`config.mk`:
```
export PLATFORM = sky130hd
export DESIGN_NAME = sum_bcd_display
export DESIGN_NICKNAME = d
export VERILOG_FILES = /design/src/rtl/seg7_pkg.sv /design/src/rtl/seg7_decode.sv /design/src/rtl/sum_bcd_display.sv
export SDC_FILE = /design/constraint.sdc
export NUM_CORES = 1
export LEC_CHECK = 0
export CAP_MARGIN = 5
export CORE_ASPECT_RATIO = 1.5
export CORE_MARGIN = 2
export CORE_UTILIZATION = 44
export DETAILED_ROUTE_END_ITERATION = 16
export GPL_TIMING_DRIVEN = 0
export HOLD_SLACK_MARGIN = 0.08
export PLACE_DENSITY = 0.76
export SLEW_MARGIN = 20
export SYNTH_ARGS = -nofsm -noshare
export SYNTH_HDL_FRONTEND = slang
export SYNTH_SLANG_ARGS = --single-unit
```
`constraint.sdc`:
```
create_clock -name CLOCK_50 -period 2.4 [get_ports CLOCK_50]
set_clock_uncertainty 0.1 [all_clocks]
set_input_delay 0.24 -clock CLOCK_50 [delete_from_list [all_inputs] [get_ports CLOCK_50]]
set_output_delay 0.24 -clock CLOCK_50 [all_outputs]
set_load 0.01 [all_outputs]
```
`src/rtl/seg7_pkg.sv`:
```
// Shared seven-segment constants (active-low, bit6=g .. bit0=a) and the
// converter state type.
package seg7_pkg;

  localparam logic [6:0] SEG_0     = 7'b1000000;
  localparam logic [6:0] SEG_1     = 7'b1111001;
  localparam logic [6:0] SEG_2     = 7'b0100100;
  localparam logic [6:0] SEG_3     = 7'b0110000;
  localparam logic [6:0] SEG_4     = 7'b0011001;
  localparam logic [6:0] SEG_5     = 7'b0010010;
  localparam logic [6:0] SEG_6     = 7'b0000010;
  localparam logic [6:0] SEG_7     = 7'b1111000;
  localparam logic [6:0] SEG_8     = 7'b0000000;
  localparam logic [6:0] SEG_9     = 7'b0010000;
  localparam logic [6:0] SEG_BLANK = 7'b1111111;

  typedef enum logic [1:0] {
    IDLE   = 2'd0,
    CONV   = 2'd1,
    UPDATE = 2'd2
  } state_t;

endpackage

```
`src/rtl/seg7_decode.sv`:
```
// Combinational BCD digit to active-low seven-segment pattern; anything
// outside 0-9 shows blank.
module seg7_decode
  import seg7_pkg::*;
(
  input  logic [3:0] digit,
  output logic [6:0] seg
);

  always_comb begin
    seg = SEG_BLANK;
    case (digit)
      4'd0:    seg = SEG_0;
      4'd1:    seg = SEG_1;
      4'd2:    seg = SEG_2;
      4'd3:    seg = SEG_3;
      4'd4:    seg = SEG_4;
      4'd5:    seg = SEG_5;
      4'd6:    seg = SEG_6;
      4'd7:    seg = SEG_7;
      4'd8:    seg = SEG_8;
      4'd9:    seg = SEG_9;
      default: seg = SEG_BLANK;
    endcase
  end

endmodule

```
`src/rtl/sum_bcd_display.sv`:
```
// Captures the adder's binary sum, converts it to two BCD digits by
// shift-and-add-3 (one bit per clock) and registers the HEX1/HEX0 patterns.
//
// state  | meaning
// IDLE   | waiting for load; outputs hold the last result
// CONV   | one add-3/shift step per clock, counter counts down to 0
// UPDATE | scratch digits copied to outputs, done pulses next cycle
module sum_bcd_display
  import seg7_pkg::*;
#(
  parameter int SUM_W    = 6,
  parameter bit BLANK_LZ = 1'b1
) (
  input  logic             CLOCK_50,
  input  logic             RESET_N,
  input  logic [SUM_W-1:0] sum_in,
  input  logic             load,
  output logic             busy,
  output logic             done,
  output logic [3:0]       bcd_tens,
  output logic [3:0]       bcd_ones,
  output logic [6:0]       HEX1,
  output logic [6:0]       HEX0
);

  localparam int CNT_W = $clog2(SUM_W + 1);
  localparam int SR_W  = SUM_W + 8;

  state_t            state, state_nxt;
  logic [CNT_W-1:0]  cnt;
  logic [SR_W-1:0]   sr;
  logic [SR_W-1:0]   sr_adj;
  logic [3:0]        scr_tens, scr_ones;
  logic [3:0]        adj_tens, adj_ones;
  logic              start, step, commit;
  logic [6:0]        seg_tens, seg_ones;

  assign scr_tens = sr[SR_W-1 -: 4];
  assign scr_ones = sr[SR_W-5 -: 4];

  always_comb begin
    adj_tens = (scr_tens >= 4'd5) ? scr_tens + 4'd3 : scr_tens;
    adj_ones = (scr_ones >= 4'd5) ? scr_ones + 4'd3 : scr_ones;
    sr_adj   = {adj_tens, adj_ones, sr[SUM_W-1:0]};
  end

  always_ff @(posedge CLOCK_50 or negedge RESET_N) begin
    if (!RESET_N) begin
      state <= IDLE;
    end else begin
      state <= state_nxt;
    end
  end

  always_comb begin
    state_nxt = state;
    case (state)
      IDLE:    if (load) state_nxt = CONV;
      CONV:    if (cnt == CNT_W'(1)) state_nxt = UPDATE;
      UPDATE:  state_nxt = IDLE;
      default: state_nxt = IDLE;
    endcase
  end

  always_comb begin
    busy   = (state != IDLE);
    start  = (state == IDLE) && load;
    step   = (state == CONV);
    commit = (state == UPDATE);
  end

  always_ff @(posedge CLOCK_50 or negedge RESET_N) begin
    if (!RESET_N) begin
      sr  <= '0;
      cnt <= '0;
    end else if (start) begin
      sr  <= {8'd0, sum_in};
      cnt <= CNT_W'(SUM_W);
    end else if (step) begin
      sr  <= sr_adj << 1;
      cnt <= cnt - CNT_W'(1);
    end
  end

  seg7_decode u_dec_tens (.digit(scr_tens), .seg(seg_tens));
  seg7_decode u_dec_ones (.digit(scr_ones), .seg(seg_ones));

  // Digits and segments only move on commit so the display never shows
  // partially converted values.
  always_ff @(posedge CLOCK_50 or negedge RESET_N) begin
    if (!RESET_N) begin
      done     <= 1'b0;
      bcd_tens <= 4'd0;
      bcd_ones <= 4'd0;
      HEX1     <= SEG_BLANK;
      HEX0     <= SEG_BLANK;
    end else begin
      done <= commit;
      if (commit) begin
        bcd_tens <= scr_tens;
        bcd_ones <= scr_ones;
        HEX1     <= (BLANK_LZ && (scr_tens == 4'd0)) ? SEG_BLANK : seg_tens;
        HEX0     <= seg_ones;
      end
    end
  end

endmodule

```
Yosys cells after proc, flatten, opt, wreduce, memory -nomap -nowiden

Memory sizes are Yosys's and may differ from the RTL's. A register that Yosys moved wholly into a read port is not among the register bits.
Cells that the tools add are included.
W data, S select, Z words.

$add $sub $neg: 3
Magnitude comparators: 2
Equality and inequality tests: 5
Multiplexer cells: 10
Reduce and logical (&&, ||, !) cells: 7

Operator list:

| kind                  | number |
|---|---|
| $mux W14              | 2 |
| $mux W3               | 3 |
| $ge A4 B3 Y1 const B  | 2 |
| $mux W7               | 1 |
| $add A4 B2 Y4 const B | 1 |
| $logic_not A4 Y1      | 1 |
| $mux W2               | 2 |
| $mux W4               | 1 |
| $pmux W2 S2           | 1 |
| $reduce_bool A2 Y1    | 2 |
| $add A3 B2 Y3 const B | 1 |
| $eq A3 B1 Y1 const B  | 1 |
| $sub A3 B1 Y3 const B | 1 |
| $eq A2 B1 Y1 const B  | 1 |
| $eq A2 B2 Y1 const B  | 1 |
| $logic_not A2 Y1      | 1 |
| $ne A2 B1 Y1 const B  | 1 |
| $ne A2 B2 Y1 const B  | 1 |
| $reduce_and A2 Y1     | 1 |
| $logic_and A1 B1 Y1   | 1 |
| $logic_not A1 Y1      | 1 |

Register bits: 35
Bits in read-only memories: 224
Input port bits: 9
Output and inout port bits: 24
Logic and storage cells: 36
Memories kept: 2

Memories:

| name             | depth | width | rd ports | clocked after Yosys merged registers in | wr ports | line              | source |
|---|---|---|---|---|---|---|---|
| (name not given) | 16    | 7     | 1        | 1                                       | 0        | seg7_decode.sv:12 | `case (digit)` |
| (name not given) | 16    | 7     | 1        | 0                                       | 0        | seg7_decode.sv:12 |  |

Longest topological paths before layout

Gate-level depths: netlist of run 1.

Depth in word-level cells: 4
Gate-level depth with buffers: 6
Depth with buffers taken out: 6

Hierarchy

A second synthesis of run 1 with hierarchy kept.

Cells, all modules: 218
Area total of the unflattened synthesis: 2342.2 um^2

Modules (own cells, without submodules):

| module          | instances | cells each | area an instance (um^2) | seq. area each (um^2) |
|---|---|---|---|---|
| sum_bcd_display | 1         | 152        | 1921.8                  | 1068.5 |
| seg7_decode     | 2         | 33         | 210.2                   | 0.0 |

Worst setup path before layout of run 1

Ideal clock, no wire load.

Path type: register -> register
From: register sr[10]
To: register sr[12]
Setup time: 0.080 ns
Data arrival time: 1.504 ns
Data required time: 2.220 ns
Slack: 0.715 ns
Stages on the path, launching flop included: 6
Path buffers: 0
Clock period less this slack: 1.685 ns
Cells stage by stage: dfrtp_1 inv_1 ha_1 or2b_1 a2111o_1 o211ai_2

Longest elaborated chain between the ends: 4
Elaborated cells on any way between the ends: 5
Classes of those cells: 1 x add/sub; 1 x order compare; 3 x mux

RTL lines:

| item                                                 | line                  | source |
|---|---|---|
| start, declared                                      | sum_bcd_display.sv:31 | `logic [SR_W-1:0] sr;` |
| start signal, assigned                               | sum_bcd_display.sv:77 | `sr <= {8'd0, sum_in};` |
| start signal, assigned                               | sum_bcd_display.sv:80 | `sr <= sr_adj << 1;` |
| $ge A4 B3 Y1 / $add A3 B2 Y3 (equally long branches) | sum_bcd_display.sv:42 | `adj_tens = (scr_tens >= 4'd5) ? scr_tens + 4'd3 : scr_tens;` |
| $mux W3 *                                            | sum_bcd_display.sv:42 |  |
| $mux W14 *                                           | sum_bcd_display.sv:79 | `end else if (step) begin` |
| $mux W14 *                                           | sum_bcd_display.sv:76 | `end else if (start) begin` |

Mark *: on every way between the ends. The rest lies on a longest branch, timed or not. The select of a mux whose other input is x is not followed.
A chain may end at the register's enable or synchronous reset.

Final worst setup path of run 1

From: register state[1]
To: output port busy

Longest elaborated chain between the ends: 1

RTL lines:

| item                   | line                  | source |
|---|---|---|
| start, declared        | sum_bcd_display.sv:29 | `state_t state, state_nxt;` |
| start signal, assigned | sum_bcd_display.sv:51 | `state <= state_nxt;` |
| $reduce_bool A2 Y1     | sum_bcd_display.sv:66 | `busy = (state != IDLE);` |
| end, declared          | sum_bcd_display.sv:18 | `output logic busy,` |

No other way between the ends.

==> run_results.csv, run 1 <==
group,metric,value,unit
logic_synthesis,ys_seq_area_share,47.9,%
clock_tree,cts_tree,"done",
critical_path,critPathCaptureType,"output pin",
placed_design,place_ws,0.514,ns
hold_path,hp-class,"input port to async pin",
drt,wl_met3,140,um
finish,nets,287,
critical_path,crit_arrival,1.67,ns
finish,fill_cells,429,
drt,wl_met1,2.00,mm
sta,slew_headroom,71.2,%
clock_tree,cts_buffer_depth,2,
sta,fmax,0.498,GHz
placed_design,dp_cells,322,
logic_synthesis,synthMuxAreaShare,0.504,%
floorplan,ios,33,
finish,layout_common_cells,"31 x clkdlybuf4s50_1, 28 x dfrtp_1, 27 x nand2_1",
critical_path,critPathMaxFanout,10,
logic_synthesis,netlist_instances,223,
logic_synthesis,synth.avg_cell_area,10.0,um^2
drt,ant_nets,0,
power_and_ir_drop,p_leak,1.20,nW
global_routing,overflow,0,
logic_synthesis,synth_edf_count,0,
drt,wl,4.52,mm
finish,areaGrowthSynthToFinish,24.2,%
critical_path,required,2.06,ns
logic_synthesis,synth-compound-area-share,24.1,%
drt,wl_met2,2.31,mm
logic_synthesis,synth_top_family_by_area,"compound AO/OA/AOI/OAI gates",
clock_tree,cts_sinks,42,
sta,setup_viol,0,
placed_design,dp.final_hpwl,3.28,mm
logic_synthesis,ys_ff_latch,42,
drt,drtIter0Drc,36,
finish,drive_gt1_share,17.0,%
sta,holdWs,0.311,ns
logic_synthesis,synth-async-reset-ratio,100,%
drt,routed.top_layer,"met4",
sta,rsz0062_at_grt,"no",
critical_path,slowest_stage,"clkdlybuf4s50_1",
clock_tree,ctsResizeCount,0,
drt,drc,0,
critical_path,crit_buf_inv,2,
outcome,status,"finished clean",
global_routing,grt_pass1_vias,1743,
global_routing,antenna_found_initial,0,
logic_synthesis,synth_xor_xnor_area_share,0,%
floorplan,fp.dieH,91.2,um
critical_path,max_stage_delay,0.48,ns
global_routing,grt_pass1_wl,7.96,mm
clock_tree,worstSkewPairLatency,0.30,ns
floorplan,die_w,62.2,um
placed_design,globalplace.congestion,0.838,
finish,ff_latch_area,1070,um^2
floorplan,rows,31,
run,cap_violations,0,
clock_tree,h-tree-depth,2,
floorplan,dieArea,5670,um^2
finish,final_common_cell,"clkdlybuf4s50_1",
drt,vias,1756,
placed_design,io_buffers,32,
power_and_ir_drop,peakVddDrop,552,uV
global_routing,grt_max_degree,25,
floorplan,core_area,4850,um^2
global_routing,grt.total_usage,17.3,%
floorplan,initial_utilization,46.0,%
drt,first_pass_iters,4,
sta,fin_crit,2.01,ns
logic_synthesis,synthDistinctLibCells,45,
logic_synthesis,synth_fa_ha_area_share,7.85,%
finish,stdcell_count,330,
finish,multi_input_area,1020,um^2
sta,final.period_utilization,83.6,%
sta,finalHoldViolations,0,
logic_synthesis,ys_warn_count,0,
finish,fin_area,2770,um^2
logic_synthesis,synth_flop_cell,"dfrtp_1",
sta,drv_slew,0,
critical_path,crit_chain,"clkbuf_2 > or2_2 > clkdlybuf4s50_1",
finish,num_antenna_cells,0,
critical_path,start_kind,"register",
sta,fin_ws,0.394,ns
clock_tree,numCtsBuffers,5,
critical_path,crit_family,"buffers and inverters",
logic_synthesis,synth_area,2230,um^2
sta,worst_pin_slew,0.431,ns
drt,wl_per_cell,13.7,um
critical_path,criticalPathCategory,"register to output pin",
clock_tree,cts_root_buf,"clkbuf_8",
power_and_ir_drop,powerDensity,1280,nW/um^2
finish,final_core_util,57.2,%
clock_tree,clkTransAtPathRegs,0.08,ns
logic_synthesis,synth_nets,246,
drt,viasPerCell,5.32,
logic_synthesis,synth-simple-area-share,13.2,%
placed_design,place_area,2650,um^2
## repair_timing
action,CTS,global route
endpoints found under the setup margin,0,0
hold endpoints to repair,10,0
setup buffers,0,0
hold buffers,1,0
## synthesized netlist by cell type, types with 2 or more instances
| cell type | number | area [um^2] |
|---|---|---|
| a31oi_1 | 5 | 31.3 |
| a2bb2oi_1 | 2 | 17.5 |
| nand2_1 | 27 | 101 |
| nor2b_1 | 7 | 43.8 |
| dfstp_2 | 14 | 368 |
| a22o_1 | 5 | 43.8 |
| buf_2 | 10 | 50.1 |
| a211oi_1 | 2 | 15.0 |
| nand2b_1 | 6 | 37.5 |
| a2111o_1 | 4 | 45.0 |
| buf_6 | 2 | 22.5 |
| nand3_1 | 2 | 10.0 |
| nand4_1 | 2 | 12.5 |
| a22oi_1 | 7 | 52.6 |
| and2_1 | 2 | 12.5 |
| a21oi_1 | 7 | 35.0 |
| o211ai_1 | 2 | 15.0 |
| ha_1 | 14 | 175 |
| o21ai_0 | 22 | 110 |
| o31ai_1 | 6 | 45.0 |
| buf_4 | 2 | 15.0 |
| inv_1 | 13 | 48.8 |
| o211ai_2 | 2 | 25.0 |
| nor2_1 | 8 | 30.0 |
| a32oi_1 | 3 | 26.3 |
| dfrtp_1 | 28 | 701 |
## per-stage QoR
step,power (mW),TNS (ns)
finish,3.54,0
global route,3.86,0
floorplan,2.38,0
detailed placement,2.98,0
global placement,2.93,-3.00
CTS,3.57,0
## worst paths after layout
check,depth (start not counted),startpoint,slack [ns],end
worst min register to register,2,HEX0[6]$_DFFE_PN1P_,0.37,HEX0[6]$_DFFE_PN1P_
worst min-delay path,2,RESET_N,0.31,bcd_ones[3]$_DFFE_PN0P_
max in group asynchronous,3,RESET_N,1.33,HEX0[5]$_DFFE_PN1P_
worst max-delay path,3,state[1]$_DFFE_PN0P_,0.39,busy
min in group CLOCK_50,2,HEX0[6]$_DFFE_PN1P_,0.37,HEX0[6]$_DFFE_PN1P_
worst max register to register,5,sr[10]$_DFFE_PN0P_,0.48,sr[12]$_DFFE_PN0P_
## metal layers
metal / vias up / track usage, %
met5: - / 0
met3: 7 / 3.97
met1: 840 / 20.3
met4: 0 / 7.04
met2: 36 / 30.4
li1: 873 / -
## cell families (layout without fill, tap and decap cells)
family                   Yosys count  after routing
AND/OR/NAND/NOR                   61             61
flip-flops                        42             42
AO/OA/AOI/OAI                     76             76
buffers and inverters             29             70
adder cells (fa/ha/maj)           14             14
multiplexers                       1              1
## report_power, final
group,internal [mW],switching [mW],leakage [nW]
Clock,0.333,0.234,0.0573
Sequential,1.04,0.200,0.507
Combinational,0.818,0.911,0.633
Total,2.19,1.34,1.20
## final cells by class
type	count	area share, %
repair buffers	34	12.5
well taps	66	2.98
inverters	14	1.90
plain buffers	15	3.34
clock inverters	1	1.08
flip-flops and latches	42	38.5
clock buffers	6	2.98
multi-input cells	152	36.7
## flip-flops by register name (all words and copies together), names as in the netlist
register,count
HEX0,7
HEX1,7
bcd_ones,4
bcd_tens,4
cnt,3
done,1
sr,14
state,2
Note: power is estimated with default switching activity, not from simulation.
==> run 2: changes to the inputs <==
- clock period: 2.4 -> 1.9 ns (I/O delays scaled with it)
==> run 2 against run 1 <==
  * Final area shrank 0.14%
  * Routed wire length grew 0.60%
  * Clock-buffer cell count is the same
  * Die area is the same
  * Total power grew 27%
  * Setup slack lost 0.33 ns
  * Global-route usage is essentially flat
  * Clock power grew 27%
  * Via count is essentially flat
  * Highest routed layer unchanged
  * Largest cell class unchanged
  * Final cell count shrank 0.30%
  * Combinational power grew 25%
  * Sequential cell count is the same
==> run_results.csv, run 2 (synthesis gave the netlist of run 1 again) <==
group,metric,value,unit
outcome,status,"finished clean",
run,cap_violations,0,
clock_tree,cts_buffer_depth,2,
placed_design,io_buffers,32,
finish,num_antenna_cells,0,
finish,reg.largest.list,"sr: 14 flops, HEX0: 7 flops, HEX1: 7 flops",
drt,vias,1757,
clock_tree,clkTransAtPathRegs,0.08,ns
drt,wl_per_cell,13.8,um
sta,setup_viol,0,
critical_path,critPathCaptureType,"register",
critical_path,criticalPathCategory,"register to register",
power_and_ir_drop,peakVddDrop,717,uV
finish,drive_gt1_share,18.6,%
finish,fin_area,2770,um^2
drt,first_pass_iters,4,
critical_path,slowest_stage,"dfrtp_1",
critical_path,crit_start,"sr[10]$_DFFE_PN0P_",
floorplan,core_area,4850,um^2
finish,final_common_cell,"clkdlybuf4s50_1",
finish,final_core_util,57.1,%
sta,finalHoldViolations,0,
critical_path,critPathMaxFanout,7,
drt,viasPerCell,5.34,
sta,rsz0062_at_grt,"no",
power_and_ir_drop,p_leak,1.19,nW
clock_tree,cts_root_buf,"clkbuf_8",
clock_tree,numCtsBuffers,5,
finish,stdcell_count,329,
finish,nets,286,
finish,layout_common_cells,"30 x clkdlybuf4s50_1, 27 x nand2_1, 26 x dfrtp_1",
floorplan,ios,33,
floorplan,fp.dieH,91.2,um
drt,drtIter0Drc,38,
floorplan,initial_utilization,46.0,%
global_routing,grt_max_degree,25,
critical_path,start_kind,"register",
sta,fin_crit,1.84,ns
placed_design,dp_cells,322,
critical_path,reg2regPathDepth,5,
clock_tree,h-tree-depth,2,
critical_path,r2r_setup_slack,0.06,ns
floorplan,rows,31,
placed_design,dp.final_hpwl,3.28,mm
sta,final.period_utilization,96.7,%
sta,fin_tns_setup,0,ns
placed_design,globalplace.congestion,0.838,
placed_design,place_ws,0.0143,ns
sta,slew_headroom,71.3,%
global_routing,antenna_found_initial,0,
critical_path,crit_chain,"inv_2 > ha_1 > or2b_1 > a2111o_1 > o211ai_2",
placed_design,place_area,2650,um^2
global_routing,grt.total_usage,17.3,%
drt,ant_nets,0,
finish,largest_reg_flops,14,
clock_tree,cts_tree,"done",
global_routing,grt_pass1_vias,1739,
floorplan,die_w,62.2,um
global_routing,overflow,0,
power_and_ir_drop,powerDensity,1620,nW/um^2
sta,fmax,0.544,GHz
hold_path,hp-class,"input port to async pin",
clock_tree,cts_sinks,42,
drt,drc,0,
sta,drv_slew,0,
sta,fin_ws,0.0633,ns
finish,areaGrowthSynthToFinish,24.0,%
critical_path,r2r_start,"sr[10]$_DFFE_PN0P_",
critical_path,r2r_end,"sr[12]$_DFFE_PN0P_",
critical_path,crit_arrival,1.96,ns
critical_path,required,2.02,ns
clock_tree,worstSkewPairLatency,0.30,ns
floorplan,dieArea,5670,um^2
sta,worst_pin_slew,0.431,ns
critical_path,max_stage_delay,0.46,ns
global_routing,grt_pass1_wl,7.95,mm
finish,top_register,"sr",
drt,wl,4.55,mm
[run 2: cell count changes in the layout (fill, tap and decap cells not counted), moves of 2 or more]
cell | previous run | this run
dfrtp_2 | 0 | 2
dfrtp_1 | 28 | 26
inv_1 | 13 | 10
inv_2 | 1 | 4
[run 2: area by class of cell]
class / count / area [um^2]
Buffer: 14 / 87.6
Clock buffer: 6 / 82.6
Clock inverter: 1 / 30.0
Fill cell: 430 / 2080
Inverter: 14 / 52.6
Multi-Input combinational cell: 152 / 1020
Sequential cell: 42 / 1070
Tap cell: 66 / 82.6
Timing Repair Buffer: 34 / 344
[run 2: worst max path at each step]
stage	end	slack [ns]
floorplan	sr[12]$_DFFE_PN0P_	0.22
detailed placement	sr[12]$_DFFE_PN0P_	0.01
finish	sr[12]$_DFFE_PN0P_	0.06
CTS	sr[12]$_DFFE_PN0P_	0.002
global route	sr[12]$_DFFE_PN0P_	0.008
global placement	sr[8]$_DFFE_PN0P_	-0.56
[run 2: per-stage QoR]
step                hold WS [ns]  total power, mW
floorplan                 -0.206             3.00
global placement           0.360             3.70
detailed placement        0.0551             3.76
CTS                        0.267             4.50
global route               0.305             4.88
finish                     0.259             4.48
[run 2: per-layer routing]
layer  up-vias  track usage, %  wire, um
li1        872               -         -
met1       842            20.3      2020
met2        34            30.3      2300
met3         9            3.97       149
met4         0            7.04        74
met5         -               0         0
[run 2: power breakdown]
part           switching [mW]  internal, mW  leakage, nW
clock                   0.298         0.420       0.0573
combinational            1.15          1.03        0.627
sequential              0.267          1.32        0.504
[run 2: timing repair]
action                                  4_1_cts  5_1_grt
endpoints found under the setup margin        2        3
pin swaps                                     0        0
gates resized for setup                       2        4
hold buffers                                  1        0
hold endpoints to repair                     20        0
buffers inserted                              0        0
cloned                                        0        0
[run 2: worst max-delay path: cells and delay by family, from the launching register on]
kind	cells	cell delay (ns)
adder cells (fa/ha/maj)	1	0.23
flip-flops	1	0.46
AO/OA/AOI/OAI	2	0.51
buffers and inverters	1	0.16
AND/OR/NAND/NOR	1	0.30
==> run 3: changes to the inputs <==
- CAP_MARGIN: 5 -> unset
- GPL_TIMING_DRIVEN: 0 -> unset
- SLEW_MARGIN: 20 -> unset
==> run 3 against run 2 <==
  * Via count decreased by 1.9%
  * Clock-buffer cell count did not move
  * Utilization rose by 0.13 points
  * Clock power up 20%
  * Die area did not move
==> run_results.csv, run 3 (synthesis gave the netlist of run 1 again) <==
group,metric,value,unit
critical_path,critPathCaptureType,"output pin",
power_and_ir_drop,p_int,2.91,mW
clock_tree,cts_root_buf,"clkbuf_8",
clock_tree,cts_buffer_depth,2,
finish,areaGrowthSynthToFinish,24.3,%
clock_tree,cts_tree,"done",
sta,drv_slew,0,
finish,layout_common_cells,"31 x clkdlybuf4s50_1, 27 x nand2_1, 26 x dfrtp_1",
critical_path,r2r_setup_slack,0.16,ns
clock_tree,numCtsBuffers,5,
drt,drtIter0Drc,55,
drt,vias,1724,
run,cap_violations,0,
outcome,status,"finished clean",
sta,final.period_utilization,96.0,%
finish,top_register,"sr",
clock_tree,cts_sinks,42,
clock_tree,h-tree-depth,2,
sta,finalHoldViolations,0,
sta,fin_tns_setup,0,ns
power_and_ir_drop,p_sw,1.71,mW
power_and_ir_drop,combPwrFrac,46.3,%
power_and_ir_drop,seq_power_share,35.1,%
placed_design,dp.final_hpwl,3.06,mm
floorplan,core_area,4850,um^2
critical_path,reg2regPathDepth,5,
placed_design,place_area,2610,um^2
power_and_ir_drop,p_sw_share,37.0,%
finish,final_common_cell,"clkdlybuf4s50_1",
finish,largest_reg_flops,14,
global_routing,grt_pass1_vias,1669,
finish,final_core_util,57.2,%
global_routing,antenna_found_initial,0,
global_routing,grt_max_degree,43,
placed_design,io_buffers,32,
floorplan,ios,33,
sta,fin_ws,0.0757,ns
floorplan,dieArea,5670,um^2
sta,holdWs,0.378,ns
floorplan,initial_utilization,46.0,%
power_and_ir_drop,peakVddDrop,716,uV
clock_tree,clkTransAtPathRegs,0.08,ns
critical_path,criticalPathCategory,"register to output pin",
floorplan,fp.dieH,91.2,um
drt,drc,0,
critical_path,required,1.61,ns
critical_path,crit_start,"state[0]$_DFFE_PN0P_",
critical_path,r2r_end,"sr[12]$_DFFE_PN0P_",
placed_design,place_ws,0.171,ns
drt,ant_nets,0,
drt,viasPerCell,5.29,
sta,fmax,0.548,GHz
drt,first_pass_iters,4,
drt,wl,4.37,mm
power_and_ir_drop,clock_power_share,18.6,%
critical_path,start_kind,"register",
finish,drive_gt1_share,16.5,%
placed_design,globalplace.congestion,0.825,
sta,fin_crit,1.82,ns
finish,nets,282,
finish,num_antenna_cells,0,
finish,fin_area,2780,um^2
critical_path,crit_arrival,1.53,ns
sta,worst_pin_slew,0.689,ns
critical_path,crit_path_end,"busy",
global_routing,grt_pass1_wl,7.63,mm
finish,reg.largest.list,"sr: 14 flops, HEX0: 7 flops, HEX1: 7 flops",
global_routing,grt.total_usage,16.5,%
hold_path,hp-class,"input port to async pin",
sta,setup_viol,0,
critical_path,r2r_start,"sr[10]$_DFFE_PN0P_",
clock_tree,worstSkewPairLatency,0.29,ns
floorplan,rows,31,
power_and_ir_drop,p_leak,1.19,nW
sta,rsz0062_at_grt,"no",
sta,slew_headroom,54.0,%
floorplan,die_w,62.2,um
global_routing,overflow,0,
critical_path,critPathMaxFanout,11,
power_and_ir_drop,powerDensity,1660,nW/um^2
drt,wl_per_cell,13.4,um
run 3: repair_timing:
action / in CTS / in global routing
endpoints found under the hold margin: 28 / 0
buffers inserted: 0 / 2
hold buffers: 1 / 0
endpoints found under the setup margin: 1 / 1
gates resized for setup: 1 / 1
cloned: 0 / 0
run 3: final cells by class:
class / instances / area, um^2
well taps: 66 / 82.6
multi-input cells: 152 / 1020
flip-flops and latches: 42 / 1070
clock buffers: 6 / 82.6
inverters: 14 / 52.6
fillers: 443 / 2070
clock inverters: 2 / 60.1
repair buffers: 44 / 408
run 3: how the worst min path moves through the flow:
stage | start | end | slack [ns] | depth (start not counted)
floorplan | RESET_N | bcd_ones[0]$_DFFE_PN0P_ | -0.21 | 0
global placement | RESET_N | sr[12]$_DFFE_PN0P_ | 0.19 | 2
detailed placement | RESET_N | sr[13]$_DFFE_PN0P_ | 0.19 | 2
CTS | HEX0[2]$_DFFE_PN1P_ | HEX0[2]$_DFFE_PN1P_ | 0.38 | 2
global route | HEX1[0]$_DFFE_PN1P_ | HEX1[0]$_DFFE_PN1P_ | 0.41 | 2
finish | RESET_N | done$_DFF_PN0_ | 0.38 | 3
run 3: power groups by stage:
stage                     logic (mW)  clock network [mW]  registers, mW
after floorplan                 1.38                   0           1.62
after detailed placement        2.10                   0           1.64
after global routing            2.38               0.909           1.69
after CTS                       2.13               0.880           1.63
after global placement          2.07                   0           1.62
final                           2.14               0.861           1.62
run 3: critical path, stage by stage, from the launching register on:
cell and delay [ns]:
dfrtp_2 0.48, or2_2 0.29, clkdlybuf4s50_1 0.48
run 3: layer usage:
| metal | wire length [um] | track usage [%] | vias up |
|---|---|---|---|
| met5 | 0 | 0 | - |
| met4 | 65 | 5.56 | 0 |
| met3 | 123 | 3.10 | 7 |
| met2 | 2250 | 29.0 | 27 |
| met1 | 1930 | 20.2 | 822 |
| li1 | - | - | 868 |
run 3: stage by stage:
step	cells	total power, mW
detailed placement	315	3.74
global route	326	4.98
global placement	315	3.69
floorplan	223	3.00
CTS	324	4.64
finish	326	4.62
